### config.mk
export PLATFORM = sky130hd
export DESIGN_NAME = multicycle_core_sequencer
export DESIGN_NICKNAME = d
export VERILOG_FILES = /design/src/rtl/core_pkg.sv /design/src/rtl/handshake_wait_timer.sv /design/src/rtl/multicycle_core_sequencer.sv
export SDC_FILE = /design/constraint.sdc
export NUM_CORES = 1
export LEC_CHECK = 0
export ABC_CLOCK_PERIOD_IN_PS = 2300
export BUFFER_PORTS_ARGS = -buffer_cell sky130_fd_sc_hd__buf_2
export CORE_ASPECT_RATIO = 0.5
export CORE_MARGIN = 3
export CORE_UTILIZATION = 47
export DETAILED_ROUTE_END_ITERATION = 7
export PLACE_DENSITY_LB_ADDON = 0.2
export SYNTH_ARGS = -nofsm -noshare
export SYNTH_HDL_FRONTEND = slang
export SYNTH_HIERARCHICAL = 1
export SYNTH_SLANG_ARGS = --single-unit
### constraint.sdc
create_clock -name clk -period 2.3 [get_ports clk]
set_input_delay 0.345 -clock clk [delete_from_list [all_inputs] [get_ports clk]]
set_output_delay 0.345 -clock clk [all_outputs]
set_load 0.05 [all_outputs]
### src/rtl/core_pkg.sv
// Shared control-path definitions for the multi-cycle core:
// opcode constants, ALU op codes and the sequencer state set.
package core_pkg;

  localparam logic [6:0] OP_R   = 7'b0110011;
  localparam logic [6:0] OP_LD  = 7'b0000011;
  localparam logic [6:0] OP_SD  = 7'b0100011;
  localparam logic [6:0] OP_BEQ = 7'b1100011;

  localparam logic [1:0] ALU_ADD   = 2'b00;
  localparam logic [1:0] ALU_SUB   = 2'b01;
  localparam logic [1:0] ALU_FUNCT = 2'b10;

  typedef enum logic [2:0] {
    S_BOOT,
    S_FETCH,
    S_DECODE,
    S_EXECUTE,
    S_MEM,
    S_WB,
    S_HALT
  } state_t;

endpackage

### src/rtl/handshake_wait_timer.sv
// Counts consecutive req-high/ready-low cycles of a handshake.
// Ports: clk, rst_n, clear_i, count_en_i -> expired_o.
module handshake_wait_timer #(
  parameter int MAX_WAIT = 15
) (
  input  logic clk,
  input  logic rst_n,
  input  logic clear_i,
  input  logic count_en_i,
  output logic expired_o
);

  localparam int W = $clog2(MAX_WAIT + 1);

  logic [W-1:0] cnt_q;

  // High on the wait cycle that brings the count to MAX_WAIT.
  assign expired_o = count_en_i &&
                     (cnt_q == W'(MAX_WAIT - 1));

  always_ff @(posedge clk or negedge rst_n) begin
    if (!rst_n) begin
      cnt_q <= '0;
    end else if (clear_i) begin
      cnt_q <= '0;
    end else if (count_en_i) begin
      cnt_q <= cnt_q + W'(1);
    end
  end

endmodule

### src/rtl/multicycle_core_sequencer.sv
// Multi-cycle control FSM: FETCH/DECODE/EXECUTE/MEM/WB, owns pc/ir.
// Ports: imem/dmem req-ready, alu_zero, imm in; pc, ir, ctrl, status out.
module multicycle_core_sequencer
  import core_pkg::*;
#(
  parameter int          XLEN     = 64,
  parameter int          ADDR_W   = 32,
  parameter logic [31:0] RESET_PC = 32'h0,
  parameter int          MAX_WAIT = 15,
  parameter int          CNT_W    = 32
) (
  input  logic              clk,
  input  logic              rst_n,
  output logic              imem_req,
  input  logic              imem_ready,
  input  logic [31:0]       instr_in,
  output logic              dmem_req,
  output logic              dmem_we,
  input  logic              dmem_ready,
  input  logic              alu_zero,
  input  logic [XLEN-1:0]   imm,
  output logic [ADDR_W-1:0] pc,
  output logic [31:0]       ir,
  output logic              alu_src,
  output logic [1:0]        alu_op,
  output logic              mem_to_reg,
  output logic              reg_write_en,
  output logic [CNT_W-1:0]  instret,
  output logic              halt,
  output logic              timeout_err
);

  state_t             state_q;
  logic [ADDR_W-1:0]  pc_q;
  logic [31:0]        ir_q;
  logic [CNT_W-1:0]   instret_q;
  logic               halt_q;
  logic               tmo_q;

  logic [6:0] opc;
  logic       is_r, is_ld, is_sd, is_beq;
  logic       in_fetch, in_exec, in_mem, in_wb;

  assign opc    = ir_q[6:0];
  assign is_r   = (opc == OP_R);
  assign is_ld  = (opc == OP_LD);
  assign is_sd  = (opc == OP_SD);
  assign is_beq = (opc == OP_BEQ);

  assign in_fetch = (state_q == S_FETCH);
  assign in_exec  = (state_q == S_EXECUTE);
  assign in_mem   = (state_q == S_MEM);
  assign in_wb    = (state_q == S_WB);

  assign imem_req     = in_fetch;
  assign dmem_req     = in_mem;
  assign dmem_we      = in_mem & is_sd;
  assign alu_src      = in_exec & (is_ld | is_sd);
  assign mem_to_reg   = in_wb & is_ld;
  assign reg_write_en = in_wb;

  always_comb begin
    alu_op = ALU_ADD;
    if (in_exec) begin
      unique case (1'b1)
        is_beq:  alu_op = ALU_SUB;
        is_r:    alu_op = ALU_FUNCT;
        default: alu_op = ALU_ADD;
      endcase
    end
  end

  assign pc          = pc_q;
  assign ir          = ir_q;
  assign instret     = instret_q;
  assign halt        = halt_q;
  assign timeout_err = tmo_q;

  // Branch offset is imm<<1; only the bits that land in pc matter.
  logic [ADDR_W-1:0] pc_plus4;
  logic [ADDR_W-1:0] pc_br;
  logic [ADDR_W-1:0] pc_next;
  logic              unused_imm;

  assign pc_plus4   = pc_q + ADDR_W'(4);
  assign pc_br      = pc_q + {imm[ADDR_W-2:0], 1'b0};
  assign pc_next    = (is_beq && alu_zero) ? pc_br : pc_plus4;
  assign unused_imm = ^imm[XLEN-1:ADDR_W-1];

  // One timer shared by the fetch and data handshakes.
  logic wt_clear;
  logic wt_cnt;
  logic wt_exp;

  assign wt_cnt   = (in_fetch & ~imem_ready) |
                    (in_mem & ~dmem_ready);
  assign wt_clear = ~wt_cnt;

  handshake_wait_timer #(
    .MAX_WAIT (MAX_WAIT)
  ) u_wait (
    .clk        (clk),
    .rst_n      (rst_n),
    .clear_i    (wt_clear),
    .count_en_i (wt_cnt),
    .expired_o  (wt_exp)
  );

  always_ff @(posedge clk or negedge rst_n) begin
    if (!rst_n) begin
      state_q   <= S_BOOT;
      pc_q      <= ADDR_W'(RESET_PC);
      ir_q      <= '0;
      instret_q <= '0;
      halt_q    <= 1'b0;
      tmo_q     <= 1'b0;
    end else begin
      unique case (state_q)
        S_BOOT: state_q <= S_FETCH;
        S_FETCH: begin
          if (imem_ready) begin
            ir_q    <= instr_in;
            state_q <= S_DECODE;
          end else if (wt_exp) begin
            tmo_q   <= 1'b1;
            halt_q  <= 1'b1;
            state_q <= S_HALT;
          end
        end
        S_DECODE: begin
          if (is_r | is_ld | is_sd | is_beq) begin
            state_q <= S_EXECUTE;
          end else begin
            halt_q  <= 1'b1;
            state_q <= S_HALT;
          end
        end
        S_EXECUTE: begin
          if (is_beq) begin
            pc_q      <= pc_next;
            instret_q <= instret_q + CNT_W'(1);
            state_q   <= S_FETCH;
          end else if (is_r) begin
            state_q <= S_WB;
          end else begin
            state_q <= S_MEM;
          end
        end
        S_MEM: begin
          if (dmem_ready) begin
            if (is_sd) begin
              pc_q      <= pc_plus4;
              instret_q <= instret_q + CNT_W'(1);
              state_q   <= S_FETCH;
            end else begin
              state_q <= S_WB;
            end
          end else if (wt_exp) begin
            tmo_q   <= 1'b1;
            halt_q  <= 1'b1;
            state_q <= S_HALT;
          end
        end
        S_WB: begin
          pc_q      <= pc_plus4;
          instret_q <= instret_q + CNT_W'(1);
          state_q   <= S_FETCH;
        end
        S_HALT: state_q <= S_HALT;
        default: begin
          halt_q  <= 1'b1;
          state_q <= S_HALT;
        end
      endcase
    end
  end

endmodule

Word level (Yosys, flattened, before mapping)
Cells that the tools add are included.
{"block": "totals", "word_cells": 81, "ff_bits": 105}
{"block": "op_classes", "n_reduce_logical": 11, "n_bitwise": 13, "n_addsub": 4, "n_mux": 29, "eq_ne": 17}
{"cell": "$mux 32", "n": 7}
{"cell": "$pmux 32 s3", "n": 2}
{"cell": "$add 32x1->32 const B", "n": 1}
{"cell": "$add 32x3->32 const B", "n": 1}
{"cell": "$add 32x32->32", "n": 1}
{"cell": "$mux 3", "n": 6}
{"cell": "$pmux 3 s5", "n": 1}
{"cell": "$eq 7x6->1 const B", "n": 2}
{"cell": "$ne 2x2->1 const B", "n": 6}
{"cell": "$eq 3x3->1 const B", "n": 3}
{"cell": "$mux 1", "n": 8}
{"cell": "$reduce_and 4->1", "n": 2}
{"cell": "$eq 7x2->1 const B", "n": 1}
{"cell": "$eq 7x7->1 const B", "n": 1}
{"cell": "$eq 3x2->1 const B", "n": 2}
{"cell": "$and 1x1->1", "n": 5}
{"cell": "$or 1x1->1", "n": 5}
{"cell": "$add 4x1->4 const B", "n": 1}
{"cell": "$eq 4x4->1 const B", "n": 1}
{"cell": "$mux 4", "n": 1}
{"cell": "$pmux 1 s4", "n": 1}
{"cell": "$pmux 2 s2", "n": 1}
{"cell": "$reduce_or 4->1", "n": 1}
{"cell": "$eq 3x1->1 const B", "n": 1}
{"cell": "other kinds (10)", "n": 13}

Logic depth before layout (Yosys ltp)
Gate-level depths: netlist (run 1).
{"block": "depth", "word_depth": 7, "ltp_mapped": 12, "mapped_depth_nobuf": 12}

Cells and area by module
Netlist (run 1), hierarchy kept.
{"module": "multicycle_core_sequencer", "cells_each": 685, "seq_area_each_um2": 2502.4, "n_inst": 1, "area_each_um2": 6291.0}
{"module": "handshake_wait_timer", "cells_each": 20, "seq_area_each_um2": 100.1, "n_inst": 1, "area_each_um2": 222.7}

Worst setup path after synthesis (run 1)
OpenSTA, ideal clock, no wires.
{"block": "synth_timing", "path_kind": "register to register", "from": "register ir_q[2], in the netlist ir[2]", "to": "register pc_q[30], in the netlist pc[30]", "stages_incl_launch_ff": 11, "arrival_ns": 3.025, "path_slack_ns": -0.853, "synth_period_minus_slack_ns": 3.153, "path_cell_list": "dfrtp_1 > nand4bb_4 > nor3_1 > nor2b_1 > a21oi_1 > buf_2 > nor2_1 > nand4_1 > o22a_1 > o221ai_1 > a21oi_1"}
{"block": "synth_via", "elab_chain_len": 5, "word_cells_on_any_way": 9}
{"item": "start: declaration", "line": "multicycle_core_sequencer.sv:35", "source": "logic [31:0] ir_q;"}
{"item": "start signal: assignment", "line": "multicycle_core_sequencer.sv:122", "source": "ir_q <= instr_in;"}
{"item": "$eq 7x7->1", "line": "multicycle_core_sequencer.sv:48", "source": "assign is_beq = (opc == OP_BEQ);"}
{"item": "$logic_and 1x1->1", "line": "multicycle_core_sequencer.sv:87", "source": "assign pc_next = (is_beq && alu_zero) ? pc_br : pc_plus4;"}
{"item": "$mux 32", "line": "multicycle_core_sequencer.sv:87"}
{"item": "$mux 32", "line": "multicycle_core_sequencer.sv:139", "source": "if (is_beq) begin"}
{"item": "$pmux 32 s3", "line": "multicycle_core_sequencer.sv:118", "source": "unique case (state_q)"}
{"item": "end signal: assignment", "line": "multicycle_core_sequencer.sv:112", "source": "pc_q <= ADDR_W'(RESET_PC);"}
{"item": "end signal: assignment", "line": "multicycle_core_sequencer.sv:140", "source": "pc_q <= pc_next;"}
{"item": "end signal: assignment", "line": "multicycle_core_sequencer.sv:152", "source": "pc_q <= pc_plus4;"}
{"item": "end: declaration", "line": "multicycle_core_sequencer.sv:34", "source": "logic [ADDR_W-1:0] pc_q;"}
Parallel ways exist; a longest one is shown, timed or not. The select of a mux whose other input is x is not followed.
A chain may end at the register's enable or synchronous reset.

Worst setup path in the final report (run 1)
{"block": "layout_timing", "from": "register pc_q[11], in the netlist pc[11]", "to": "register pc_q[24], in the netlist pc[24]"}
{"block": "layout_via", "elab_chain_len": 4, "word_cells_on_any_way": 7}
{"item": "$add 32x3->32 or $add 32x32->32 (tied branches)", "line": "multicycle_core_sequencer.sv:85, multicycle_core_sequencer.sv:86"}
{"item": "$mux 32, on equally long branches", "line": "multicycle_core_sequencer.sv:151, multicycle_core_sequencer.sv:87"}
{"item": "$mux 32, on equally long branches", "line": "multicycle_core_sequencer.sv:150, multicycle_core_sequencer.sv:139"}
{"item": "$pmux 32 s3 *", "line": "multicycle_core_sequencer.sv:118"}
Mark *: on every way between the ends. The rest lies on a longest branch, timed or not. The select of a mux whose other input is x is not followed.

==> summary.txt, run 1 <==
Flow run
  – Max-Cap Viols: 0

CTS
  – TritonCTS buffer count: 9
  – Clock sinks: 104
  – Clock slew at reported path FFs: 0.08 ns
  – CTS tree: yes
  – Root Driver: clkbuf_16
  – CTS Buffer Depth: 2
  – CTS HTree Levels: 3
  – Later-pin clock latency in the skew report: 0.35 ns

Worst setup path
  – R2R setup slack: -0.20 ns
  – CP startpoint kind: flop
  – RR Startpoint: pc[11]
  – Req. time, crit path: 2.56 ns
  – Worst Reg-to-Reg Cells: 10
  – Kind of critical path: reg2reg
  – Worst setup EP type: flop
  – Worst r2r dst: pc[24]
  – CP startpoint: pc[11]
  – Critical path destination: pc[24]
  – WP data arrival: 2.76 ns
  – Crit-path max FO: 4

GRT
  – Largest net degree at the start of global routing: 33
  – Initial antenna violation count: 0
  – First-pass GRT wire length: 30.5 mm
  – Global route overflow: 0
  – All-layer global routing usage: 0.246
  – Vias in the first global route: 6,389

Route
  – Pre-antenna DRT Iters: 5
  – Via count: 6,425
  – DRC: 0
  – Drt total wl: 18.9 mm
  – Routed Antenna Nets: 0
  – Via density: 5.53
  – First DRT Iteration DRCs: 403
  – Drt wl/cell: 16.3 um

Timing
  – Sum Neg Setup Slack: -1.56 ns
  – Worst Skew: 0.0107 ns
  – Slew Limit Fails: 0
  – Final hold vios: 0
  – RSZ-0062 raised after global routing: yes
  – FMAX: 400 MHz
  – WHS: 0.214 ns
  – Tmin final: 2.50 ns
  – Min setup slack post-route: -0.199 ns
  – Final period util: 1.09
  – Final setup fails: 14

Cells and area
  – Nets@finish: 1,106
  – Area delta synth->final: 42.5%
  – Share of cells above drive strength 1: 0.463
  – FILL cells: 1,035
  – Ant diodes: 0

Synth
  – Synth top area share: 0.400
  – EDFF count, synth: 0
  – Sequential fraction of the synthesis area: 0.400
  – Syn. warnings: 6
  – Post-synth ARST share: 1.00
  – Most common cell in the netlist: dfrtp_1
  – Flops & latches, synth: 104
  – Synthesized Nets: 841
  – Area contributors post-synth: dfrtp_1 40%, ha_1 6.5%, a21oi_1 5.7%
  – Distinct cell type count of the synthesized netlist: 66
  – Mapped Area: 6510 um^2
  – Top cells by count, synth: 104 x dfrtp_1, 74 x a21oi_1, 67 x nand2_1, 50 x nor2_1, 43 x o21ai_0
  – Syn Area/Cell: 9.24 um^2
  – Post-Syn Instances: 705
  – Commonest register cell after synthesis: dfrtp_1
  – Synth area leader: dfrtp_1

Outcome
  – Failing checks: setup timing
  – Status: finished with violations

Die
  – Die H: 89.2 um
  – Die W: 172 um
  – Die area: 15,400 um^2
  – Cell Rows: 29
  – Core Region: 13,100 um^2
  – Initial Util: 0.497
  – IO Pins: 207

Placed design
  – Final Wtd Congestion: 0.908
  – Port Buffers: 172
  – HPWL Detailed: 14.3 mm

Min path
  – Worst Hold Class: in2reg

Power and ir drop
  – VDD IR max: 0.000587 V
  – Pwr dens: 1020 nW/um^2
  – Standby leakage power: 4.47 nW
registers in the layout, summed over array words and instances, names as in the netlist:
register / flops
state_q: 3
ir: 32
u_wait/cnt_q: 4
instret: 32
timeout_err: 1
pc: 31
halt: 1
how the worst min path moves through the flow:
stage,endpoint,slack [ns],cells after the start,startpoint
4_1_cts,ir[5],0.21,3,instr_in[5]
6_report,ir[5],0.21,3,instr_in[5]
3_3_place_gp,pc[9],0.33,1,rst_n
2_1_floorplan,halt,0.05,0,rst_n
5_1_grt,ir[3],0.21,2,instr_in[3]
3_5_place_dp,pc[9],0.34,1,rst_n
cell families (layout without fill, tap and decap cells):
logic type / after synthesis / after routing / synth area share
AOI/OAI and AO/OA: 194 / 194 / 0.180
xor gates and xnor gates: 57 / 57 / 0.0766
adders and majority gates: 35 / 35 / 0.0684
buffers and inverters: 41 / 311 / 0.0252
DFF: 104 / 104 / 0.400
muxes: 33 / 33 / 0.0576
other: 1 / 1 / 0.000576
and+or+nand+nor: 240 / 240 / 0.192
layer usage:
metal,track usage,part of all wire
met5,0,0
met4,0.0688,0.018
met3,0.0375,0.054
met2,0.434,0.49
met1,0.320,0.44
where the power goes:
part | leakage (nW) | switching [mW] | total (mW) | internal [mW]
combinational | 3.01 | 3.34 | 5.18 | 1.85
clock | 0.147 | 0.797 | 1.58 | 0.779
sequential | 1.31 | 0.373 | 2.68 | 2.31
total | 4.47 | 4.51 | 9.44 | 4.93
metrics by stage:
step	utilization	worst slack [ns]	std cells	instance area [um^2]	power (mW)
global placement	0.660	-0.218	1138	8640	7.55
detailed placement	0.660	-0.288	1138	8640	7.66
floorplan	-	-0.146	705	6890	6.14
global route	0.709	-0.291	1161	9280	9.99
finish	0.709	-0.199	1161	9280	9.44
CTS	0.695	-0.255	1158	9110	9.32
cells in the final DEF, fill, tap and decap left out, types with 5 or more instances in the layout:
master	Yosys	layout
a21o_1	23	22
a21oi_1	74	60
a21oi_2	0	13
and2_1	5	5
and3_1	15	12
buf_2	2	170
buf_4	2	106
clkbuf_16	0	9
dfrtp_1	104	74
dfrtp_2	0	29
ha_1	34	19
ha_4	0	15
inv_1	14	12
mux2_2	32	32
nand2_1	67	64
nand2b_1	10	7
nand3_1	22	18
nand3_2	1	5
nand4_1	22	22
nor2_1	50	45
nor2b_1	10	8
nor3_1	10	8
o21a_1	5	5
o21ai_0	43	31
o21ai_1	0	10
o22ai_1	10	9
xnor2_1	38	36
xor2_1	19	19
worst max-delay path, stage by stage (launching register included):
cell and delay (ns):
dfrtp_2 0.44, ha_4 0.29, o21a_1 0.19, nand3_2 0.10
a211oi_2 0.22, nor2_1 0.09, a211o_1 0.33, a31oi_4 0.29
a21oi_2 0.12, nand2b_4 0.16, a211oi_2 0.17
area by class of cell:
| cell class | count | area (um^2) | share of cell area |
|---|---|---|---|
| clock buffers | 9 | 225 | 0.0243 |
| flip-flops and latches | 104 | 2640 | 0.285 |
| inverters | 14 | 56.3 | 0.00606 |
| repair buffers | 281 | 1720 | 0.185 |
| well taps | 186 | 233 | 0.0251 |
| clock inverters | 7 | 85.1 | 0.00916 |
| multi-input cells | 560 | 4320 | 0.466 |
timing repair:
| action | 4_1_cts | 5_1_grt |
|---|---|---|
| resized for setup | 26 | 31 |
| gates cloned | 0 | 0 |
| buffers inserted | 4 | 4 |
| setup endpoints to repair | 18 | 33 |
| endpoints found under the hold margin | 29 | 0 |
| hold buffers | 1 | 0 |
| pin swaps | 37 | 33 |
No activity file was read; power rests on OpenSTA's default activity.
==> inputs of run 2 (changes only) <==
- CORE_UTILIZATION: 47 -> 48
- CTS_BUF_LIST: default -> sky130_fd_sc_hd__clkbuf_4 sky130_fd_sc_hd__clkbuf_8
==> summary.txt, run 2 (synthesis gave the netlist of run 1 again) <==
CTS
  – CTS tree: yes
  – TritonCTS buffer count: 9
  – CTS HTree Levels: 3
  – Clock slew at reported path FFs: 0.11 ns
  – Later-pin clock latency in the skew report: 0.39 ns
  – Clock sinks: 104
  – Root Driver: clkbuf_8
  – CTS Buffer Depth: 2

Cells and area
  – Nets@finish: 1,108
  – Most frequent cells in the layout: 168 x buf_2, 107 x buf_4, 74 x dfrtp_1, 64 x nand2_1, 63 x a21oi_1
  – Reg area: 2640 um^2
  – Area occupied by multi-input gates: 4320 um^2
  – Ant diodes: 0
  – Most common cell after layout, fill and taps aside: buf_2
  – Area delta synth->final: 41.0%
  – FILL cells: 1,024
  – Share of cells above drive strength 1: 0.468

Timing
  – Slew Limit Fails: 0
  – WHS: 0.168 ns
  – Tmin final: 2.45 ns
  – Min setup slack post-route: -0.149 ns
  – Final hold vios: 0
  – Actual slew at the worst max-slew pin: 0.549 ns
  – Max-Slew Margin vs Limit: 0.634
  – Final setup fails: 16
  – FMAX: 408 MHz
  – RSZ-0062 raised after global routing: yes
  – Worst Skew: 0.00919 ns
  – Final period util: 1.06

Die
  – Die H: 88.4 um
  – Die W: 171 um
  – Core Region: 13,000 um^2
  – IO Pins: 207
  – Cell Rows: 29
  – Initial Util: 0.503
  – Die area: 15,100 um^2

GRT
  – Initial antenna violation count: 0
  – First-pass GRT wire length: 30.0 mm
  – Global route overflow: 0
  – Largest net degree at the start of global routing: 45
  – All-layer global routing usage: 0.246
  – Vias in the first global route: 6,180

Placed design
  – Port Buffers: 172
  – Final Wtd Congestion: 0.898
  – HPWL Detailed: 14.1 mm
  – Place WS: -0.281 ns

Worst setup path
  – Req. time, crit path: 2.60 ns
  – WP data arrival: 2.75 ns
  – Kind of critical path: reg2reg
  – CP startpoint kind: flop
  – Crit-path max FO: 5
  – Worst setup EP type: flop
  – Worst Reg-to-Reg Cells: 10

Power and ir drop
  – Power after layout: 9.04 mW
  – Standby leakage power: 4.42 nW
  – Pwr dens: 984 nW/um^2
  – VDD IR max: 0.000632 V

Route
  – Via count: 6,473
  – Routed Antenna Nets: 0
  – Pre-antenna DRT Iters: 6
  – Drt total wl: 18.8 mm
  – Drt wl/cell: 16.4 um
  – Via density: 5.64
  – DRC: 0
  – First DRT Iteration DRCs: 438

Flow run
  – Max-Cap Viols: 0

Outcome
  – Status: finished with violations
  – Failing checks: setup timing

Min path
  – Worst Hold Class: in2reg
  – Hold Crit Depth: 3
==> run 2: per-layer routing <==
metal | GRT usage | vias up | wire [um]
met3 | 0.0411 | 37 | 1120
li1 | - | 3085 | -
met1 | 0.323 | 3102 | 8170
met5 | 0 | - | 0
met2 | 0.433 | 249 | 9210
met4 | 0.0589 | 0 | 297
==> run 2: report_power, final <==
part	internal, mW	total (mW)	switching (mW)	leakage, nW
sequential	2.31	2.68	0.375	1.31
combinational	1.86	5.17	3.31	3.02
clock	0.453	1.18	0.731	0.0988
total	4.63	9.04	4.42	4.42
==> run 2: stage by stage <==
| stage | setup TNS (ns) | area [um^2] | instances | util |
|---|---|---|---|---|
| final | -1.14 | 9190 | 1147 | 0.709 |
| after global placement | -1.72 | 8640 | 1122 | 0.667 |
| after floorplan | -1.66 | 6890 | 705 | - |
| after global routing | -3.28 | 9190 | 1147 | 0.709 |
| after detailed placement | -2.47 | 8640 | 1122 | 0.667 |
| after CTS | -0.598 | 9010 | 1144 | 0.696 |
==> run 2: final cells by class <==
class                   count  share of cell area
clock buffers              10              0.0150
clock inverters             6             0.00640
inverters                  14             0.00613
multi-input cells         560               0.471
flip-flops and latches    104               0.288
well taps                 170              0.0232
repair buffers            283               0.191
==> run 2: path summary, 6_finish.rpt <==
path                                  start     endpoint  slack, ns
worst max-delay path                  pc[5]       pc[24]      -0.15
worst min-delay path            instr_in[5]        ir[5]       0.17
worst max register to register        pc[5]       pc[24]      -0.15
worst min register to register  instret[31]  instret[31]       0.47
max in group asynchronous             rst_n        ir[1]       1.18
min in group asynchronous             rst_n  instret[15]       0.48
==> run 2: timing repair <==
item | in CTS | in global routing
buffers inserted | 5 | 3
hold endpoints to repair | 35 | 0
hold buffers | 1 | 0
gates resized for setup | 28 | 33
pin swaps | 24 | 21
endpoints found under the setup margin | 19 | 30
==> run 2: critical path, stage by stage, from the launching register on <==
cell and delay [ns]:
dfrtp_2 0.44, ha_4 0.30, a21o_1 0.16, a31oi_2 0.08, a211oi_2 0.27, nor2_2 0.06
a211o_1 0.33, a31oi_4 0.29, a21oi_2 0.10, nand2b_4 0.15, a211oi_2 0.17
